--- src/rtl/pipe_pkg.sv ---
// rtl/pipe_pkg.sv - shared state encodings and constants for pipeline stage registers
package pipe_pkg;

    // Stage occupancy: EMPTY holds nothing, FULL holds one beat in main,
    // SKID holds a second beat parked in the skid register behind main.
    typedef enum logic [1:0] {
        ST_EMPTY = 2'd0,
        ST_FULL  = 2'd1,
        ST_SKID  = 2'd2
    } pipe_state_e;

    // All-zero word decodes as sll $0,$0,0, i.e. a NOP bubble for instruction stages.
    localparam logic [31:0] MIPS_NOP = 32'h0000_0000;

endpackage

--- src/rtl/pipe_dreg.sv ---
// rtl/pipe_dreg.sv - load-enabled data register with async reset and sync clear
// Ports:
//   clk, rst_n  clock and asynchronous active-low reset (q <= RESET_VAL)
//   clr         synchronous clear to RESET_VAL, wins over load
//   load        capture d on the next rising edge
//   d, q        WIDTH-bit data in / registered data out
module pipe_dreg
    import pipe_pkg::*;
#(
    parameter int unsigned              WIDTH     = 32,
    parameter logic [WIDTH-1:0]         RESET_VAL = {WIDTH{1'b0}}
) (
    input  logic             clk,
    input  logic             rst_n,
    input  logic             clr,
    input  logic             load,
    input  logic [WIDTH-1:0] d,
    output logic [WIDTH-1:0] q
);

    always_ff @(posedge clk or negedge rst_n) begin
        if (!rst_n) begin
            q <= RESET_VAL;
        end else if (clr) begin
            q <= RESET_VAL;
        end else if (load) begin
            q <= d;
        end
    end

endmodule

--- src/rtl/pipe_stage.sv ---
// rtl/pipe_stage.sv - valid/ready pipeline register stage with 2-entry skid buffer and flush
// Ports:
//   clk, rst_n            clock and asynchronous active-low reset
//   flush                 synchronous kill of held and incoming beats
//   in_valid/in_ready     upstream handshake; in_ready comes from the state register only
//   in_data               upstream payload
//   out_valid/out_ready   downstream handshake; out_valid comes from the state register only
//   out_data              payload, always the main register
//   stall_cnt             saturating count of out_valid & !out_ready cycles
// Build option: PIPE_STAGE_STALL_CNT_EN enables the stall counter; otherwise stall_cnt is 0.
module pipe_stage
    import pipe_pkg::*;
#(
    parameter int unsigned      WIDTH     = 32,
    parameter logic [WIDTH-1:0] RESET_VAL = {WIDTH{1'b0}},
    parameter int unsigned      CNT_W     = 16
) (
    input  logic             clk,
    input  logic             rst_n,
    input  logic             flush,
    input  logic             in_valid,
    output logic             in_ready,
    input  logic [WIDTH-1:0] in_data,
    output logic             out_valid,
    input  logic             out_ready,
    output logic [WIDTH-1:0] out_data,
    output logic [CNT_W-1:0] stall_cnt
);

    pipe_state_e      state_q;
    pipe_state_e      state_d;
    logic             accept;
    logic             fire;
    logic             main_load;
    logic             main_from_skid;
    logic             skid_load;
    logic [WIDTH-1:0] main_d;
    logic [WIDTH-1:0] main_q;
    logic [WIDTH-1:0] skid_q;

    // Both handshake outputs depend on state only, so a downstream stall
    // reaches upstream one cycle late; the skid entry absorbs that beat.
    assign in_ready  = (state_q != ST_SKID);
    assign out_valid = (state_q != ST_EMPTY);
    assign out_data  = main_q;

    assign accept = in_valid & in_ready;
    assign fire   = out_valid & out_ready;

    always_ff @(posedge clk or negedge rst_n) begin
        if (!rst_n) begin
            state_q <= ST_EMPTY;
        end else begin
            state_q <= state_d;
        end
    end

    always_comb begin
        state_d        = state_q;
        main_load      = 1'b0;
        main_from_skid = 1'b0;
        skid_load      = 1'b0;

        case (state_q)
            ST_EMPTY: begin
                if (accept) begin
                    main_load = 1'b1;
                    state_d   = ST_FULL;
                end
            end
            ST_FULL: begin
                if (accept && fire) begin
                    main_load = 1'b1;
                end else if (accept) begin
                    skid_load = 1'b1;
                    state_d   = ST_SKID;
                end else if (fire) begin
                    // main keeps the delivered beat; out_valid alone marks it dead
                    state_d = ST_EMPTY;
                end
            end
            ST_SKID: begin
                if (fire) begin
                    main_load      = 1'b1;
                    main_from_skid = 1'b1;
                    state_d        = ST_FULL;
                end
            end
            default: begin
                state_d = ST_EMPTY;
            end
        endcase

        // Flush overrides every handshake outcome; the registers are cleared
        // through their clr inputs, so the loads are simply suppressed here.
        if (flush) begin
            state_d        = ST_EMPTY;
            main_load      = 1'b0;
            main_from_skid = 1'b0;
            skid_load      = 1'b0;
        end
    end

    assign main_d = main_from_skid ? skid_q : in_data;

    pipe_dreg #(
        .WIDTH     (WIDTH),
        .RESET_VAL (RESET_VAL)
    ) u_main (
        .clk   (clk),
        .rst_n (rst_n),
        .clr   (flush),
        .load  (main_load),
        .d     (main_d),
        .q     (main_q)
    );

    pipe_dreg #(
        .WIDTH     (WIDTH),
        .RESET_VAL (RESET_VAL)
    ) u_skid (
        .clk   (clk),
        .rst_n (rst_n),
        .clr   (flush),
        .load  (skid_load),
        .d     (in_data),
        .q     (skid_q)
    );

`ifdef PIPE_STAGE_STALL_CNT_EN
    logic [CNT_W-1:0] stall_cnt_q;

    // Cleared by reset only; a flush cycle still counts if the stall condition holds.
    always_ff @(posedge clk or negedge rst_n) begin
        if (!rst_n) begin
            stall_cnt_q <= '0;
        end else if (out_valid && !out_ready && (stall_cnt_q != {CNT_W{1'b1}})) begin
            stall_cnt_q <= stall_cnt_q + 1'b1;
        end
    end

    assign stall_cnt = stall_cnt_q;
`else
    assign stall_cnt = '0;
`endif

endmodule

--- config.mk ---
export PLATFORM = sky130hd
export DESIGN_NAME = pipe_stage
export DESIGN_NICKNAME = d
export VERILOG_FILES = /design/src/rtl/pipe_pkg.sv /design/src/rtl/pipe_dreg.sv /design/src/rtl/pipe_stage.sv
export SDC_FILE = /design/constraint.sdc
export NUM_CORES = 1
export LEC_CHECK = 0
export CAP_MARGIN = 20
export CORE_MARGIN = 1.5
export CORE_UTILIZATION = 44
export DETAILED_ROUTE_END_ITERATION = 10
export PLACE_DENSITY_LB_ADDON = 0.25
export REMOVE_ABC_BUFFERS = 1
export SLEW_MARGIN = 40
export SYNTH_ARGS = -nofsm -noshare
export SYNTH_HDL_FRONTEND = slang
export SYNTH_SLANG_ARGS = --single-unit
export TNS_END_PERCENT = 100
--- constraint.sdc ---
create_clock -name clk -period 1.2 [get_ports clk]
set_input_delay 0.12 -clock clk [delete_from_list [all_inputs] [get_ports clk]]
set_output_delay 0.12 -clock clk [all_outputs]
set_load 0.03 [all_outputs]
==> summary.md, run 1 <==
| Metric | Value |
|---|---|
| Run status | finished, violations left |
| Violated checks | setup timing |
| WHS | around 320 ps |
| Cell internal pwr | between 3 and 4 mW |
| Highest achievable clock rate | 698 MHz |
| CTS sink cnt | 66 |
| Initial antenna violation count | 0 |
| Number of synthesis warnings | 0 |
| DRT Pass-1 Iters | 4 |
| Setup ws final | -233 ps |
| Synth unique cells | 24 |
| Initial detailed-routing violation count | 77 |
| RSZ-0062 raised after global routing | true |
| DP HPWL | 4540 µm |
| Synthesized netlist cell count | 279 |
| Routability congestion estimate from global placement | 0.752 |
| Leftover overflow at the end of global routing | 0 |
| Placement Rows | 31 |
| Proportion of synthesized chip area in sequential cells | 50.8% |
| Routed Wire Length | about 7700 µm |
| Clock network fraction of total power | 35.3% |
| Vias/cell | 4.99 |
| Synthesized area divided by synthesized cell count | 11.7 µm² |
| Synth Area in Adders | 0% |
| Share of the synthesized area in compound gates (AO/OA/AOI/OAI) | 20.0% |
| Height of the chip | 89.0 µm |
| Switching share of power | 28.9% |
| Layout cell share with drive strength beyond 1 | between 40% and 50% |
| Max Buffers Root-to-Sink | 2 |
| Leakage power figure | 1.93 nW |
| Effective utilization at floorplan | 45.1% |
| Crit path required time | 1430 ps |
| Final #Nets | 401 |
| Area share of and/or/nand/nor cells after synthesis | between 10% and 20% |
| Gate family responsible for the most delay along the worst path | simple AND/OR/NAND/NOR gates |
| Cell with the biggest individual delay on the critical path | dfrtp_2 |
| Worst skew pair latency | between 300 and 400 ps |
| Wire per inst | 16.4 µm |
| Final critical-path required period | about 1400 ps |
| Arr. time, crit path | 1660 ps |
| Clock tree from TritonCTS | built |
| Core Area | 7210 µm² |
| Synth Register Bits | 66 |
| Number of clock buffers inserted by TritonCTS | 9 |
| Ratio of final minimum period to clock period | 119% |
| Post-Route Setup TNS | -12490 ps |
| Final Max Slew Viols | 0 |
| Biggest fanout along the worst timing path | 8 |
| Final count of negative-setup-slack endpoints | 65 |
| Area of the mapped netlist | 3250 µm² |
| DRC | 0 |
| Max H-tree Level | 3 |
| First-pass GRT wire length | 11400 µm |
| Delay of the slowest cell on the worst path | 450 ps |
| Worst setup EP type | register |
| Most common cell after layout, fill and taps aside | dfrtp_1 |
| Combinational share of power | between 10% and 20% |
| Count of final hold-check violations | 0 |
| Crit path kind | register to register |
| Switching power | 1.54 mW |
| Fraction of synthesized cell area in xor and xnor cells | 0.269% |
| Layout Area Growth over Synthesis | 41.5% |
| Commonest non-fill, non-tap cells in the layout | dfrtp_1, nand2_1, clkdlybuf4s50_1, o2bb2ai_2, a21oi_1 |
| Die Footprint | 7920 µm² |
| CTS Root Buffer Type | clkbuf_8 |
| Cell area after placement | 4130 µm² |
| CP startpoint kind | register |
| Diode insertion count for antenna repair | 0 |
| PD cells | between 1000 and 1500 nW/µm² |
| Number of max-capacitance violations reported | 0 |
| Number of nets with antenna violations after detailed routing | 0 |
| Share of synthesized area spent on multiplexers | under 10% |
| Largest family of logic cells by synthesized area | compound AO/OA/AOI/OAI gates |
| Buffers and inverters on the worst path | 1 |
| Count of buffers inserted at the top-level ports | 70 |
| Horizontal die dimension | 89.0 µm |
| I/O pin cnt | 87 |
| Largest net degree at the start of global routing | 67 |
| Internal reg-to-reg setup slack | -230 ps |
| Clk_skew | 6.61 ps |
| IR Drop Worst-Case VDD | 0.000707 V |
| Number of global-route vias before repair | 2275 |
| Reg clk slew, reported paths | 80 ps |
| Cells traversed along the worst timing path | nand3b_1 > or2_4 > clkbuf_16 > nand2_1 > a21oi_1 |
| Worst hold-check path type | primary input to async pin |
| Post-Layout Inst Area | ~4600 µm² |
| Via Count | 2336 |
| Sequential Power Share | 45.3% |
| Global router's overall resource usage | 19.6% |
[metrics by stage]
step / instances / setup slack, ps / utilization (%) / power (mW)
after CTS: 464 / -213 / 61.0 / 5.33
after global placement: 447 / -379 / 57.3 / 3.45
after detailed placement: 447 / -434 / 57.3 / 3.45
final: 468 / -233 / 63.8 / 5.33
after floorplan: 258 / -863 / - / 2.91
after global routing: 468 / -292 / 63.8 / 5.54
[flip-flops by register name (all words and copies together) (netlist names)]
| signal | flops |
|---|---|
| u_main.q | 32 |
| state_q | 2 |
| u_skid.q | 32 |
[final timing paths]
| kind | startpoint | endpoint | cells after the start |
|---|---|---|---|
| min in group clk | flush | u_skid.q[7]$_DFFE_PN0P_ | 3 |
| max in group asynchronous | rst_n | state_q[1]$_DFFE_PN0P_ | 3 |
| min reg2reg | u_main.q[26]$_DFFE_PN0P_ | u_main.q[26]$_DFFE_PN0P_ | 1 |
| max reg2reg | state_q[1]$_DFFE_PN0P_ | u_skid.q[18]$_DFFE_PN0P_ | 5 |
| max | state_q[1]$_DFFE_PN0P_ | u_skid.q[18]$_DFFE_PN0P_ | 5 |
| min | rst_n | u_main.q[18]$_DFFE_PN0P_ | 3 |
[metal layers]
| layer | wire [µm] | vias to the layer above | track usage [%] |
|---|---|---|---|
| li1 | - | 1114 | - |
| met1 | 3670 | 1142 | 26.3 |
| met2 | 3490 | 72 | 30.4 |
| met3 | 412 | 8 | 5.17 |
| met4 | 93 | 0 | 7.97 |
| met5 | 0 | - | 0 |
[final cells by class]
| class | instances | area [µm²] |
|---|---|---|
| sequential | 66 | 1650 |
| timing repair buffer | 95 | 1070 |
| clock buffer | 11 | 141 |
| multi-input combinational | 192 | 1570 |
| tap | 99 | 124 |
| fill | 571 | 2610 |
| clock inverter | 5 | 53.8 |
[worst register-to-register path, cell delays in order, from the launching register on]
cell and delay [ps]:
dfrtp_2 450, nand3b_1 230, or2_4 300, clkbuf_16 190
nand2_1 70, a21oi_1 70
[what timing repair did]
| item | CTS | global route |
|---|---|---|
| gates resized for setup | 101 | 45 |
| pin swaps | 1 | 5 |
| gates cloned | 0 | 3 |
| setup buffers | 0 | 1 |
| hold buffers | 1 | 0 |
| endpoints found under the hold margin | 66 | 0 |
| endpoints found under the setup margin | 94 | 69 |
[cells by family after synthesis]
kind of cell	count (synthesis)
xor+xnor	1
flops	66
buf+inv	36
compound gates	67
mux	32
simple gates	76
other cells	1
[power by group through the flow]
stage | Combinational [mW] | Sequential [mW] | Clock (mW)
final | 1.04 | 2.42 | 1.88
after CTS | 1.00 | 2.41 | 1.92
after global routing | 1.11 | 2.43 | 2.01
after detailed placement | 1.01 | 2.45 | 0
after global placement | 0.995 | 2.45 | 0
after floorplan | 0.327 | 2.59 | 0
[cells in the mapped netlist (all sizes together)]
| cell | instances | area [µm²] |
|---|---|---|
| conb | 1 | 3.75 |
| o21a | 1 | 7.51 |
| nor2 | 4 | 36.3 |
| o21ai | 1 | 8.76 |
| nand2 | 64 | 240 |
| o2bb2ai | 32 | 468 |
| nor2b | 1 | 6.26 |
| nand2b | 3 | 18.8 |
| a211oi | 1 | 7.51 |
| mux2i | 32 | 320 |
| a21oi | 32 | 160 |
| or2 | 2 | 12.5 |
| clkbuf | 3 | 11.3 |
| xnor2 | 1 | 8.76 |
| nand3b | 2 | 27.5 |
| buf | 33 | 264 |
| dfrtp | 66 | 1650 |
No activity file was read; power rests on OpenSTA's default activity.
==> run 2, diff against run 1 <==
Settings changed: CORE_UTILIZATION 44 to 43, SLEW_MARGIN 40 to unset.
==> run 2 against run 1 <==
Compared with the run above: the run still ends with setup timing left; core utilization increased by 0.93 points; fmax down 1.7%; hold slack worse by 41 ps; design area up 2.6%; non-clock buffer count rose by 4; global-route usage is 0.13 points lower; sequential share of layout area shrank 0.92 points; largest cell class unchanged; largest power group unchanged; highest routed layer unchanged.
==> summary.md, run 2 (synthesis gave the netlist of run 1 again) <==
| Metric | Value |
|---|---|
| Run status | finished, violations left (unchanged) |
| Violated checks | setup timing (unchanged) |
| Commonest non-fill, non-tap cells in the layout | dfrtp_1, nand2_1, clkdlybuf4s50_1, o2bb2ai_2, mux2i_1 (was dfrtp_1, nand2_1, clkdlybuf4s50_1, o2bb2ai_2, a21oi_1) |
| Multi-input logic area | 1610 µm² (was 1570 µm²) |
| Post-Layout Inst Area | 4720 µm² (was 4600 µm²) |
| Height of the chip | 90.0 µm (was 89.0 µm) |
| Worst skew pair latency | 340 ps (about the same) |
| Most common cell after layout, fill and taps aside | dfrtp_1 (unchanged) |
| Layout cell share with drive strength beyond 1 | 44.4% (was 40.7%) |
| Worst hold-check path type | primary input to register (was primary input to async pin) |
| Effective utilization at floorplan | 44.6% (was 45.1%) |
| Number of global-route vias before repair | 2362 (was 2275) |
| Number of max-capacitance violations reported | 0 (unchanged) |
| Worst setup startpoint | state_q[1]$_DFFE_PN0P_ (unchanged) |
| First-pass GRT wire length | 12300 µm (was 11400 µm) |
| I/O pin cnt | 87 (unchanged) |
| PD cells | 1170 nW/µm² (was 1160 nW/µm²) |
| Global router's overall resource usage | 19.5% (was 19.6%) |
| RSZ-0062 raised after global routing | true (unchanged) |
| Wire per inst | 16.7 µm (was 16.4 µm) |
| Diode insertion count for antenna repair | 0 (unchanged) |
| Routability congestion estimate from global placement | 0.758 (was 0.752) |
| Number of clock buffers inserted by TritonCTS | 9 (unchanged) |
| Horizontal die dimension | 90.0 µm (was 89.0 µm) |
| Switching power | 1.57 mW (was 1.54 mW) |
| Largest net degree at the start of global routing | 67 (unchanged) |
| Start of the worst register-to-register path | state_q[1]$_DFFE_PN0P_ (unchanged) |
| Sequential Power Share | 43.8% (was 45.3%) |
| CTS Root Buffer Type | clkbuf_8 (unchanged) |
| Combinational share of power | 19.2% (was 19.4%) |
| Count of buffers inserted at the top-level ports | 70 (unchanged) |
| Flip-flop and latch area | 1650 µm² (about the same) |
| Final #Nets | 405 (was 401) |
| Count of final hold-check violations | 0 (unchanged) |
| Ratio of final minimum period to clock period | 122% (was 119%) |
| Final critical-path required period | 1460 ps (was 1430 ps) |
| Core Area | 7290 µm² (was 7210 µm²) |
| Die Footprint | 8100 µm² (was 7920 µm²) |
| Leakage power figure | 1.96 nW (was 1.93 nW) |
| Biggest fanout along the worst timing path | 8 (unchanged) |
| Max H-tree Level | 3 (unchanged) |
| Setup ws final | -258 ps (was -233 ps) |
| Final count of negative-setup-slack endpoints | 67 (was 65) |
| Final Max Slew Viols | 0 (unchanged) |
| Worst-case setup slack after placement | -393 ps (was -434 ps) |
| Worst setup EP type | register (unchanged) |
| Initial antenna violation count | 0 (unchanged) |
| Number of nets with antenna violations after detailed routing | 0 (unchanged) |
| Max Buffers Root-to-Sink | 2 (unchanged) |
| Cell area after placement | 4100 µm² (was 4130 µm²) |
| Cell internal pwr | 3.95 mW (was 3.79 mW) |
| CTS sink cnt | 66 (unchanged) |
| Depth of the most critical reg-to-reg path | 5 (unchanged) |
| Clock tree from TritonCTS | built (unchanged) |
| Crit path kind | register to register (unchanged) |
| Clock network fraction of total power | 37.0% (was 35.3%) |
| Launch instance of the worst min-delay path | flush |
| Arr. time, crit path | 1670 ps (was 1660 ps) |
| DP HPWL | 4440 µm (was 4540 µm) |
| Vias/cell | 4.97 (was 4.99) |
| Post-Route Setup TNS | -13360 ps (was -12490 ps) |
| CP startpoint kind | register (unchanged) |
| Regs by FF count | u_main.q (32), u_skid.q (32), state_q (2) (unchanged) |
| Leftover overflow at the end of global routing | 0 (unchanged) |
| Layout Area Growth over Synthesis | 45.2% (was 41.5%) |
| Tot Pwr | 5.51 mW (was 5.33 mW) |
| Reg clk slew, reported paths | 70 ps (was 80 ps) |
| Via Count | 2343 (was 2336) |
| Switching share of power | 28.4% (was 28.9%) |
| Number of fillers in the final layout | 594 (was 571) |
| Routed Wire Length | 7860 µm (was 7670 µm) |
| Final core utilization | 64.8% (was 63.8%) |
| Depth of the worst hold-timing path | 3 |
| Placement Rows | 31 (unchanged) |
| Highest achievable clock rate | 686 MHz (was 698 MHz) |
| Initial detailed-routing violation count | 153 (was 77) |
| IR Drop Worst-Case VDD | 0.000574 V (was 0.000707 V) |
| DRT Pass-1 Iters | 4 (unchanged) |
| Crit path required time | 1410 ps (was 1430 ps) |
| DRC | 0 (unchanged) |
| Clk_skew | 7.98 ps (was 6.61 ps) |
## run 2: final cells by class
class                           count  area share (%)
Clock inverter                      6            1.96
Clock buffer                        9            2.62
Timing Repair Buffer               99            23.7
Multi-Input combinational cell    192            34.2
Sequential cell                    66            35.0
Tap cell                           99            2.62
## run 2: worst max-delay path: stages (launching register included)
cell and delay (ps):
dfrtp_1 420, nand3b_1 230, or2_4 360, clkbuf_16 190
nand2_1 80, a21oi_2 50
## run 2: routing by layer
metal | vias to the layer above | global-route usage [%] | wire length, µm
li1 | 1121 | - | -
met1 | 1142 | 27.0 | 3660
met5 | - | 0 | 0
met4 | 0 | 5.95 | 51
met3 | 7 | 5.50 | 469
met2 | 73 | 29.7 | 3680
## run 2: power by group through the flow
stage / registers [mW] / logic, mW / clock network [mW]
after floorplan: 2.59 / 0.327 / 0
after global placement: 2.45 / 0.976 / 0
after CTS: 2.41 / 1.02 / 2.09
final: 2.41 / 1.06 / 2.04
after detailed placement: 2.45 / 0.984 / 0
after global routing: 2.43 / 1.12 / 2.20
## run 2: worst paths after layout
kind | to | slack, ps
setup / recovery | u_skid.q[21]$_DFFE_PN0P_ | -260
hold / removal | u_skid.q[17]$_DFFE_PN0P_ | 280
setup reg to reg | u_skid.q[21]$_DFFE_PN0P_ | -260
hold reg to reg | u_main.q[0]$_DFFE_PN0P_ | 490
max in group asynchronous | u_skid.q[3]$_DFFE_PN0P_ | 590
min in group asynchronous | u_skid.q[29]$_DFFE_PN0P_ | 330
## run 2: through the flow
stage	cells	hold WS [ps]
finish	471	279
global route	471	288
global placement	446	169
detailed placement	446	171
CTS	466	262
floorplan	258	-176
## run 2: repair_timing
item / 4_1_cts / 5_1_grt
pin swaps: 4 / 13
gates resized for setup: 118 / 49
endpoints found under the hold margin: 66 / 0
setup endpoints to repair: 93 / 75
gates cloned: 2 / 4
buffers inserted: 2 / 2
hold buffers: 1 / 0
==> run 3, diff against run 2 <==
Settings changed: DONT_BUFFER_PORTS set to 1, SKIP_LAST_GASP set to 1.
==> run 3 against run 2 <==
Compared with the run above: the flow finishes with violations (hold timing, setup timing); count of clock-buffer cells in the layout is 3 higher; sequential share of layout area is 4.1 points higher; critical path type unchanged; core utilization is 6.8 points lower; total power is 1.2% lower; global-route usage is 0.31 points lower; routed wire length is 3.1% lower; hold slack worse by 820 ps; critical path depth is 1 higher; combinational power is 35% lower.
==> summary.md, run 3 (synthesis gave the netlist of run 1 again) <==
| Metric | Value |
|---|---|
| Run status | finished, violations left (unchanged) |
| Violated checks | hold timing, setup timing (was setup timing) |
| Crit path required time | 1420 ps (was 1410 ps) |
| WHS | -537 ps (was 279 ps) |
| Max Buffers Root-to-Sink | 2 (unchanged) |
| Routability congestion estimate from global placement | 0.648 (was 0.758) |
| Max H-tree Level | 3 (unchanged) |
| Cell internal pwr | 3.99 mW (was 3.95 mW) |
| Layout Area Growth over Synthesis | 29.8% (was 45.2%) |
| Final critical-path required period | 1500 ps (was 1460 ps) |
| DRC | 0 (unchanged) |
| Worst hold-check path type | primary input to async pin (was primary input to register) |
| Core Area | 7290 µm² (unchanged) |
| Layout cell share with drive strength beyond 1 | 28.2% (was 44.4%) |
| Reg clk slew, reported paths | 70 ps (about the same) |
| Cell area after placement | 3320 µm² (was 4100 µm²) |
| Wire per inst | 17.6 µm (was 16.7 µm) |
| Ratio of final minimum period to clock period | 125% (was 122%) |
| Number of max-capacitance violations reported | 0 (unchanged) |
| CTS Root Buffer Type | clkbuf_8 (unchanged) |
| Clk_skew | 7.39 ps (was 7.98 ps) |
| DRT Pass-1 Iters | 4 (unchanged) |
| Most common cell after layout, fill and taps aside | dfrtp_1 (unchanged) |
| FF-to-FF End | u_skid.q[22]$_DFFE_PN0P_ (was u_skid.q[21]$_DFFE_PN0P_) |
| Clock tree from TritonCTS | built (unchanged) |
| Via Count | 2203 (was 2343) |
| Global router's overall resource usage | 19.2% (was 19.5%) |
| Global-route track usage on met2 | 31.1% (was 29.7%) |
| Horizontal die dimension | 90.0 µm (unchanged) |
| Switching power | 1.45 mW (was 1.57 mW) |
| Biggest fanout along the worst timing path | 16 (was 8) |
| Leftover overflow at the end of global routing | 0 (unchanged) |
| Number of nets with antenna violations after detailed routing | 0 (unchanged) |
| Met3 track demand over resource in global routing | 6.68% (was 5.50%) |
| IR Drop Worst-Case VDD | 0.000722 V (was 0.000574 V) |
| Regs by FF count | u_main.q (32), u_skid.q (32), state_q (2) (unchanged) |
| RSZ-0062 raised after global routing | true (unchanged) |
| Highest achievable clock rate | 668 MHz (was 686 MHz) |
| Total of hold buffers inserted after clock tree synthesis | 34 (was 1) |
| Effective utilization at floorplan | 44.6% (unchanged) |
| Worst setup endpoint | u_skid.q[22]$_DFFE_PN0P_ (was u_skid.q[21]$_DFFE_PN0P_) |
| Internal reg-to-reg setup slack | -300 ps (was -260 ps) |
| PD cells | 1290 nW/µm² (was 1170 nW/µm²) |
| Height of the chip | 90.0 µm (unchanged) |
| Setup ws final | -296 ps (was -258 ps) |
| Routed Wire Length | 7620 µm (was 7860 µm) |
| Number of clock buffers inserted by TritonCTS | 9 (unchanged) |
| Sequential Power Share | 47.2% (was 43.8%) |
| Total instance count after detailed placement | 369 (was 446) |
| Count of buffers inserted at the top-level ports | 0 (was 70) |
| Depth of the most critical reg-to-reg path | 6 (was 5) |
| Final count of negative-setup-slack endpoints | 67 (unchanged) |
| Placement Rows | 31 (unchanged) |
| Die Footprint | 8100 µm² (unchanged) |
| Final Max Slew Viols | 0 (unchanged) |
| Non-Filler Instances | 432 (was 471) |
| Worst setup EP type | register (unchanged) |
| Vias/cell | 5.10 (was 4.97) |
| Post-Layout Inst Area | 4220 µm² (was 4720 µm²) |
| CP startpoint kind | register (unchanged) |
| Switching share of power | 26.7% (was 28.4%) |
| Arr. time, crit path | 1720 ps (was 1670 ps) |
| Worst setup startpoint | state_q[1]$_DFFE_PN0P_ (unchanged) |
| Start of the worst register-to-register path | state_q[1]$_DFFE_PN0P_ (unchanged) |
| Worst skew pair latency | 340 ps (about the same) |
| Initial detailed-routing violation count | 109 (was 153) |
| Diode insertion count for antenna repair | 0 (unchanged) |
| DP HPWL | 4010 µm (was 4440 µm) |
| First-pass GRT wire length | 11900 µm (was 12300 µm) |
| Initial antenna violation count | 0 (unchanged) |
| Crit path kind | register to register (unchanged) |
| Largest net degree at the start of global routing | 67 (unchanged) |
| Count of final hold-check violations | 66 (was 0) |
| I/O pin cnt | 87 (unchanged) |
| Final #Nets | 365 (was 405) |
| Commonest non-fill, non-tap cells in the layout | dfrtp_1, nand2_1, dlygate4sd3_1, a21oi_1, o2bb2ai_2 (was dfrtp_1, nand2_1, clkdlybuf4s50_1, o2bb2ai_2, mux2i_1) |
| Global routing usage on met1 | 24.7% (was 27.0%) |
| Number of global-route vias before repair | 2201 (was 2362) |
| Clock network fraction of total power | 40.3% (was 37.0%) |
| CTS sink cnt | 66 (unchanged) |
| Final core utilization | 57.9% (was 64.8%) |
| Leakage power figure | 1.77 nW (was 1.96 nW) |
| Combinational share of power | 12.6% (was 19.2%) |
| Most utilized layer in the global route result | met2 (unchanged) |
[run 3: changes by cell type in the layout (fill, tap and decap cells not counted), sizes merged]
cell	previous run	this run
clkinv	2	1
clkdlybuf4s50	34	0
buf	40	23
dlygate4sd3	1	33
clkdlybuf4s15	19	0
clkinvlp	2	1
nor2	4	5
[run 3: layout make-up]
cell class                 instances  area (µm²)
fill                             638        3070
tap                               99         124
multi-input combinational        193        1490
sequential                        66        1650
clock inverter                     4        72.6
timing repair buffer              58         721
clock buffer                      12         165
[run 3: metrics by stage]
stage                     setup WS [ps]  power, mW  TNS, ps
after floorplan                    -863       2.91   -37930
after global routing               -366       5.67   -21890
after CTS                          -261       5.47   -15190
final                              -296       5.45   -16650
after detailed placement           -636       3.03   -27400
after global placement             -578       3.03   -25620
[run 3: layer usage]
layer	up-vias	part of all wire [%]
li1	1030	-
met5	-	0
met2	63	50
met4	0	0.75
met1	1103	45
met3	7	4.6
[run 3: power by group through the flow]
stage / clock (mW) / combinational [mW] / sequential, mW
CTS: 2.25 / 0.659 / 2.57
global route: 2.36 / 0.733 / 2.58
global placement: 0 / 0.417 / 2.61
detailed placement: 0 / 0.424 / 2.61
finish: 2.19 / 0.684 / 2.57
floorplan: 0 / 0.327 / 2.59
[run 3: what timing repair did]
action,in CTS,in global routing
gates cloned,2,2
pin swaps,4,0
resized for setup,15,13
endpoints found under the hold margin,132,66
setup buffers,8,1
setup endpoints to repair,66,67
[run 3: how the worst min path moves through the flow]
stage / end / slack [ps] / depth (start not counted)
after global routing: u_skid.q[29]$_DFFE_PN0P_ / -560 / 0
after floorplan: state_q[0]$_DFFE_PN0P_ / -180 / 0
after global placement: u_main.q[29]$_DFFE_PN0P_ / -170 / 0
after CTS: u_skid.q[29]$_DFFE_PN0P_ / -550 / 0
after detailed placement: u_skid.q[29]$_DFFE_PN0P_ / -170 / 0
final: u_skid.q[29]$_DFFE_PN0P_ / -540 / 0
[run 3: critical path, stage by stage (launching register included)]
cell,delay [ps]
dfrtp_1,420
buf_6,130
nand3b_1,200
or2_4,290
clkbuf_16,190
nand2_1,80
a21oi_1,60
